$ cat config.mk
export PLATFORM = sky130hd
export DESIGN_NAME = serial_sub_ctrl
export DESIGN_NICKNAME = d
export VERILOG_FILES = /design/src/rtl/serial_sub_pkg.sv /design/src/rtl/fs_bit.sv /design/src/rtl/serial_sub_ctrl.sv
export SDC_FILE = /design/constraint.sdc
export NUM_CORES = 1
export LEC_CHECK = 0
export BUFFER_PORTS_ARGS = -buffer_cell sky130_fd_sc_hd__buf_4
export CAP_MARGIN = 40
export CORE_MARGIN = 1
export CORE_UTILIZATION = 40
export CTS_CLUSTER_SIZE = 14
export DETAILED_ROUTE_END_ITERATION = 8
export PLACE_DENSITY = 0.66
export SLEW_MARGIN = 0
export SYNTH_ARGS = -nofsm -noshare
export SYNTH_HDL_FRONTEND = slang
export SYNTH_SLANG_ARGS = --single-unit
$ cat constraint.sdc
create_clock -name clk -period 3.8 [get_ports clk]
set_input_delay 0.19 -clock clk [delete_from_list [all_inputs] [get_ports clk]]
set_output_delay 0.19 -clock clk [all_outputs]
set_load 0.02 [all_outputs]
$ cat src/rtl/serial_sub_pkg.sv
// Shared types and defaults for the bit-serial subtractor controller.
package serial_sub_pkg;

    // Default operand/result width
    localparam int unsigned WIDTH_DEF = 8;

    // Controller states
    typedef enum logic [1:0] {
        IDLE = 2'd0,
        RUN  = 2'd1,
        DONE = 2'd2
    } state_t;

endpackage

$ cat src/rtl/fs_bit.sv
// Combinational 1-bit full-subtractor cell: computes x - y - bi.
module fs_bit (
    input  logic x,
    input  logic y,
    input  logic bi,
    output logic d,
    output logic bo
);

    // Difference is the parity of the three inputs; borrow when x < y + bi
    always_comb begin
        d  = x ^ y ^ bi;
        bo = (~x & y) | (~x & bi) | (y & bi);
    end

endmodule

$ cat src/rtl/serial_sub_ctrl.sv
// Bit-serial WIDTH-bit subtractor controller: a - b - bin, LSB first,
// one shared fs_bit cell, valid/ready handshake on both sides.
// Optional signed-overflow output enabled by defining SERIAL_SUB_OVF_EN.
module serial_sub_ctrl
    import serial_sub_pkg::*;
#(
    parameter  int unsigned WIDTH = WIDTH_DEF,
    localparam int unsigned CNT_W = $clog2(WIDTH + 1)
) (
    input  logic             clk,
    input  logic             rst,
    input  logic             start_valid,
    output logic             start_ready,
    input  logic [WIDTH-1:0] a,
    input  logic [WIDTH-1:0] b,
    input  logic             bin,
    output logic             result_valid,
    input  logic             result_ready,
    output logic [WIDTH-1:0] diff,
    output logic             borrow_out,
    output logic             busy
`ifdef SERIAL_SUB_OVF_EN
    ,
    output logic             ovf
`endif
);

    state_t           state;
    logic [WIDTH-1:0] a_sh;
    logic [WIDTH-1:0] b_sh;
    logic [WIDTH-1:0] d_sh;
    logic             brw;
    logic [CNT_W-1:0] cnt;

    logic             cell_d;
    logic             cell_bo;
    logic             last_bit;
    logic [WIDTH-1:0] d_next;

    // Single shared bit cell fed from the operand shift registers
    fs_bit u_cell (
        .x  (a_sh[0]),
        .y  (b_sh[0]),
        .bi (brw),
        .d  (cell_d),
        .bo (cell_bo)
    );

    // Final bit position and the result shift register's next value
    always_comb begin
        last_bit = (cnt == CNT_W'(WIDTH - 1));
        d_next   = {cell_d, d_sh[WIDTH-1:1]};
    end

    // Controller FSM with registered handshake and result outputs
    always_ff @(posedge clk) begin
        if (rst) begin
            state        <= IDLE;
            start_ready  <= 1'b1;
            result_valid <= 1'b0;
            busy         <= 1'b0;
            diff         <= '0;
            borrow_out   <= 1'b0;
            a_sh         <= '0;
            b_sh         <= '0;
            d_sh         <= '0;
            brw          <= 1'b0;
            cnt          <= '0;
`ifdef SERIAL_SUB_OVF_EN
            ovf          <= 1'b0;
`endif
        end else begin
            case (state)
                IDLE: begin
                    if (start_valid && start_ready) begin
                        a_sh        <= a;
                        b_sh        <= b;
                        brw         <= bin;
                        cnt         <= '0;
                        start_ready <= 1'b0;
                        busy        <= 1'b1;
                        state       <= RUN;
                    end
                end

                RUN: begin
                    a_sh <= a_sh >> 1;
                    b_sh <= b_sh >> 1;
                    d_sh <= d_next;
                    brw  <= cell_bo;
                    cnt  <= cnt + CNT_W'(1);
                    if (last_bit) begin
                        diff         <= d_next;
                        borrow_out   <= cell_bo;
                        result_valid <= 1'b1;
                        busy         <= 1'b0;
`ifdef SERIAL_SUB_OVF_EN
                        // Borrow into the MSB differs from borrow out of it
                        ovf          <= brw ^ cell_bo;
`endif
                        state        <= DONE;
                    end
                end

                DONE: begin
                    // Start is only re-enabled here, so a concurrent start waits a cycle
                    if (result_ready) begin
                        result_valid <= 1'b0;
                        start_ready  <= 1'b1;
                        state        <= IDLE;
                    end
                end

                default: begin
                    start_ready  <= 1'b1;
                    result_valid <= 1'b0;
                    busy         <= 1'b0;
                    state        <= IDLE;
                end
            endcase
        end
    end

endmodule

---- Word-level counts from Yosys, hierarchy flattened ----
Index checks and enable logic that the tools add are counted.
operators by class
  add/subtract/negate cells ............... 1
  reductions and logical operators ........ 9
  equal/unequal tests ..................... 6
  multiplexer cells ....................... 21
  bitwise logic cells ..................... 11
operator list
  cell                 count
  $pmux 8 s2           2
  $mux 8               2
  $reduce_and 3->1     4
  $pmux 1 s3           3
  $pmux 4 s2           1
  $mux 1               7
  $mux 2               3
  $ne 2x2->1 const B   3
  $pmux 2 s3           1
  $add 4x1->4 const B  1
  $eq 4x3->1 const B   1
  $mux 4               1
  $not 1->1            4
  $reduce_and 2->1     2
  $and 1x1->1          3
  $eq 2x1->1 const B   1
  $eq 2x2->1 const B   1
  $logic_not 2->1      1
  $or 1x1->1           2
  $pmux 1 s2           1
  $reduce_bool 2->1    1
  $xor 1x1->1          2
  $logic_and 1x1->1    1
storage, ports and cells
  bits of input ports ..................... 21
  logic and storage cells ................. 59
  output and inout port bits .............. 12
  register bits ........................... 43

---- Longest topological paths before layout ----
  depth after elaboration ................. 5
  gate-level depth with buffers ........... 5
  mapped depth without buffers ............ 4

---- Cells and area by module ----
From an unflattened synthesis, not the netlist that was laid out.
second synthesis, totals
  cells, all modules ...................... 208
  area total of the unflattened synthesis .. 1891.8 um^2
by module, submodules not included
  module           seq. area each (um^2)  area an instance (um^2)  instances  cells each
  serial_sub_ctrl  840.8                  1864.3                   1          205
  fs_bit           0.0                    27.5                     1          3

---- Worst setup path after synthesis ----
OpenSTA, ideal clock, no wires.
  path kind ............................... flip-flop to flip-flop
  start point ............................. reg cnt[0]
  end point ............................... reg diff[2]
  data arrival time ....................... 1.196 ns
  buffers on the path ..................... 0
  library setup time ...................... 0.116 ns
  clock period less this slack ............ 1.312 ns
  setup slack ............................. 2.488 ns
  stages on the path, launching flop included .. 5
  required time ........................... 3.684 ns
  cells stage by stage .................... dfxtp_1 -> ha_1 -> nand3b_1 -> o211a_1 -> a31o_2
between the ends
  longest elaborated chain between the ends .. 2
RTL lines
  what                        RTL line               source
  start: declaration          serial_sub_ctrl.sv:33  logic [CNT_W-1:0] cnt;
  start signal: assignment    serial_sub_ctrl.sv:91  cnt <= cnt + CNT_W'(1);
  $eq 4x3->1                  serial_sub_ctrl.sv:51  last_bit = (cnt == CNT_W'(WIDTH - 1));
  $reduce_and 2->1 (no line)  --
  end signal: assignment      serial_sub_ctrl.sv:93  diff <= d_next;
  end: declaration            serial_sub_ctrl.sv:19  output logic [WIDTH-1:0] diff,
Every way passes these cells.
A chain may end at the register's enable or synchronous reset.

---- Final worst setup path ----
  start point ............................. reg cnt[0]
  end point ............................... reg diff[1]
Same word-level chain as after synthesis.

==> run metrics <==
final setup slack of the worst path=2.210 ns; fraction of layout instances using a drive strength above 1=0.2026; cell count of the worst reg-to-reg path=4; chip height=around 69 microns; Post-route DRC=0; multi-input gate area in the final layout=849.6 sq um; Post-Synthesis Cell Area=1803 sq um; multiplexer fraction of the synthesized cell area=0.01110; Worst-Skew Late Latency=between 0.2 and 0.3 ns; top library cells by usage in the layout, fill and taps aside=nand2_1 (47), dfxtp_1 (42), buf_4 (34); Critical Path Slowest Stage Cell=nor2_2; number of setup buffers added after CTS=0; deepest clock path buffer count=2; ant diodes=0; Post-Place Worst Slack=2.200 ns; die width=69.14 microns; Post-Synth XOR/XNOR Area=0; wire length of the first global-routing pass=6575 microns; max-capacitance violation count=0; total routing resource utilization after global routing=0.1680; post-detailed-placement cell area=2037 sq um; Final Max Slew Viols=0; CTS H-Tree Depth=2; initial antenna violation count=0; clock edge transition at the registers on the reported setup and hold paths=0.08 ns; share of the clock period used by the worst path after layout=0.4184; global placement routability congestion=0.7006; leakage power=0.9048 nW; run status=completed; number of global-route vias before repair=1442; maximum fanout along the worst path=9; largest family of logic cells by synthesized area=compound AO/OA/AOI/OAI gates; most area-hungry cell type in the Yosys netlist=dfxtp_1; Fin. Hold Viols=0; Cells after Synth=206; kind of cell adding the most delay to the critical path=simple AND/OR/NAND/NOR gates; Data required, critical path=between 3 and 4 ns; Detail Placement HPWL=2389 microns; Yosys warnings=0; Crit Path Category=reg2reg; number of synthesized register bits=42; Max-slew headroom=0.5089; Buf/Inv on CP=0; Tightest Pin Transition=0.7367 ns; cell breakdown of the critical path=ha_1 -> nand3b_1 -> nor2_2 -> o21ai_0; pwr dens=439.8 nW/um^2; post-layout net count=254; Sequential cell area=840.8 sq um; number of gates given a new drive strength after cts=0; routed wire length=roughly 3700 microns; CTS Buf Count=5; endpoints failing setup=0; grt total ovfl=0; clk root buf=clkbuf_8; highest attainable clock frequency=628.9 MHz; count of filler cells inserted in the layout=420; slack of the worst reg-to-reg path=2.21 ns; final design instance area without fill=roughly 2100 sq um; worst path arrival time=1.75 ns; most common cell after layout, fill and taps aside=nand2_1; post-detailed-route wirelength per cell=13.11 microns; total number of vias=about 1500; Tot Pwr=about 0.94 mW; Peak supply drop=about 0.22 mV; leading cell types by total area after synthesis=dfxtp_1 (47%), nand2_1 (9.8%), o31ai_1 (6.2%); hold crit path type=in2reg; simple logic cell fraction of the synthesized area=0.1832; clock tree from TritonCTS=yes; count of unique library cells instantiated by Yosys=32; hold buffers post-CTS=0; IO Pins=33; starting DRC count in detailed routing=100; first drt pass iteration count=4; Synth-to-Final Area Change=18.88%; Critical Path Sink Type=flop; Via density=5.356; number of antenna-violating nets in the routed design=0; CP Launch Type=flop; Min Clock Period, post-route=1.590 ns; standard-cell row count=24; mean area per synthesized cell=8.752 sq um; area of the placeable core=4354 sq um; Synth top area share=0.4663; initial core utilization=0.4141; portion of the post-synthesis area used by sequential elements=0.4663; hold path depth=3; Hold Crit Start=a[4]; net count of the mapped netlist=229; RSZ-0062 raised after global routing=false; area of the die=approximately 4800 sq um; worst reg2reg endpoint=diff[1]; area fraction in compound gates after synthesis=0.2575; final setup skew=0.007646 ns; input/output buffers=32; arithmetic-cell share of the synthesized area counting full adders, half adders and majority gates=0.01804; Critical R2R Launch=cnt[0]; largest stage delay on the critical path=0.43 ns; pin count of the biggest net entering global routing=43; number of clock sinks=42; aggregate negative setup slack=0 ns; Endpoint, Worst Hold=a_sh[4]; Hold Worst Slack=0.1672 ns
tightest hold or removal path, delay by kind of cell:
kind                   cells  cell delay [ns]
AO/OA/AOI/OAI              1             0.07
buffers and inverters      1             0.11
AND/OR/NAND/NOR            1             0.05
stage by stage:
stage | utilization | cells
2_1_floorplan | - | 206
3_3_place_gp | 0.4644 | 275
3_5_place_dp | 0.4678 | 276
4_1_cts | 0.4922 | 284
5_1_grt | 0.4922 | 284
6_report | 0.4922 | 284
synth_stat cells (all sizes together):
master,number
dfxtp,42
nor2,4
and4b,1
mux2i,2
ha,1
a31oi,16
a21oi,14
inv,3
nor3,2
o21ai,4
and3b,1
nand4,1
fa,1
o21bai,1
nand2,47
o31ai,15
or3,1
nor2b,2
nand3,7
clkbuf,4
nand2b,3
buf,13
o211a,7
a31o,7
nor3b,1
a211oi,3
or2,1
nand3b,2
cell families (layout without fill, tap and decap cells):
kind of cell               count (synthesis)  count (layout)
adders and majority gates                  2               2
AOI/OAI and AO/OA                         67              67
DFF                                       42              42
and+or+nand+nor                           73              73
muxes                                      2               2
buffers and inverters                     20              46
cell type report:
| type | count | share of cell area |
|---|---|---|
| Clock inverter | 1 | 0.01401 |
| Tap cell | 52 | 0.03036 |
| Sequential cell | 42 | 0.3923 |
| Multi-Input combinational cell | 144 | 0.3964 |
| Clock buffer | 7 | 0.03561 |
| Inverter | 3 | 0.005254 |
| Timing Repair Buffer | 35 | 0.1261 |
power breakdown:
part,total (mW),switching [mW],internal [mW]
combinational,0.120,0.0701,0.0497
clock,0.341,0.144,0.197
sequential,0.482,0.0162,0.466
sequential cells by signal, summed over array words and instances, names as in the netlist:
name / count
a_sh: 8
b_sh: 8
borrow_out: 1
brw: 1
busy: 1
cnt: 4
d_sh: 7
diff: 8
result_valid: 1
start_ready: 1
state: 2
worst max-delay path by stage:
stage / end / from / slack, ns / cells past startpoint
floorplan: diff[2] / cnt[0] / 2.49 / 4
global placement: b_sh[7] / state[1] / 2.23 / 3
detailed placement: diff[1] / cnt[0] / 2.20 / 4
CTS: diff[1] / cnt[0] / 2.19 / 4
global route: diff[1] / cnt[0] / 2.01 / 4
finish: diff[1] / cnt[0] / 2.21 / 4
layer usage:
metal / vias to the layer above / global-route usage / part of all wire
met1: 699 / 0.2380 / 0.52
met5: - / 0 / 0
met3: 2 / 0.03801 / 0.039
met2: 27 / 0.2557 / 0.44
li1: 793 / - / -
met4: 0 / 0.04762 / 0.0054
(Power assumes the default switching activity.)
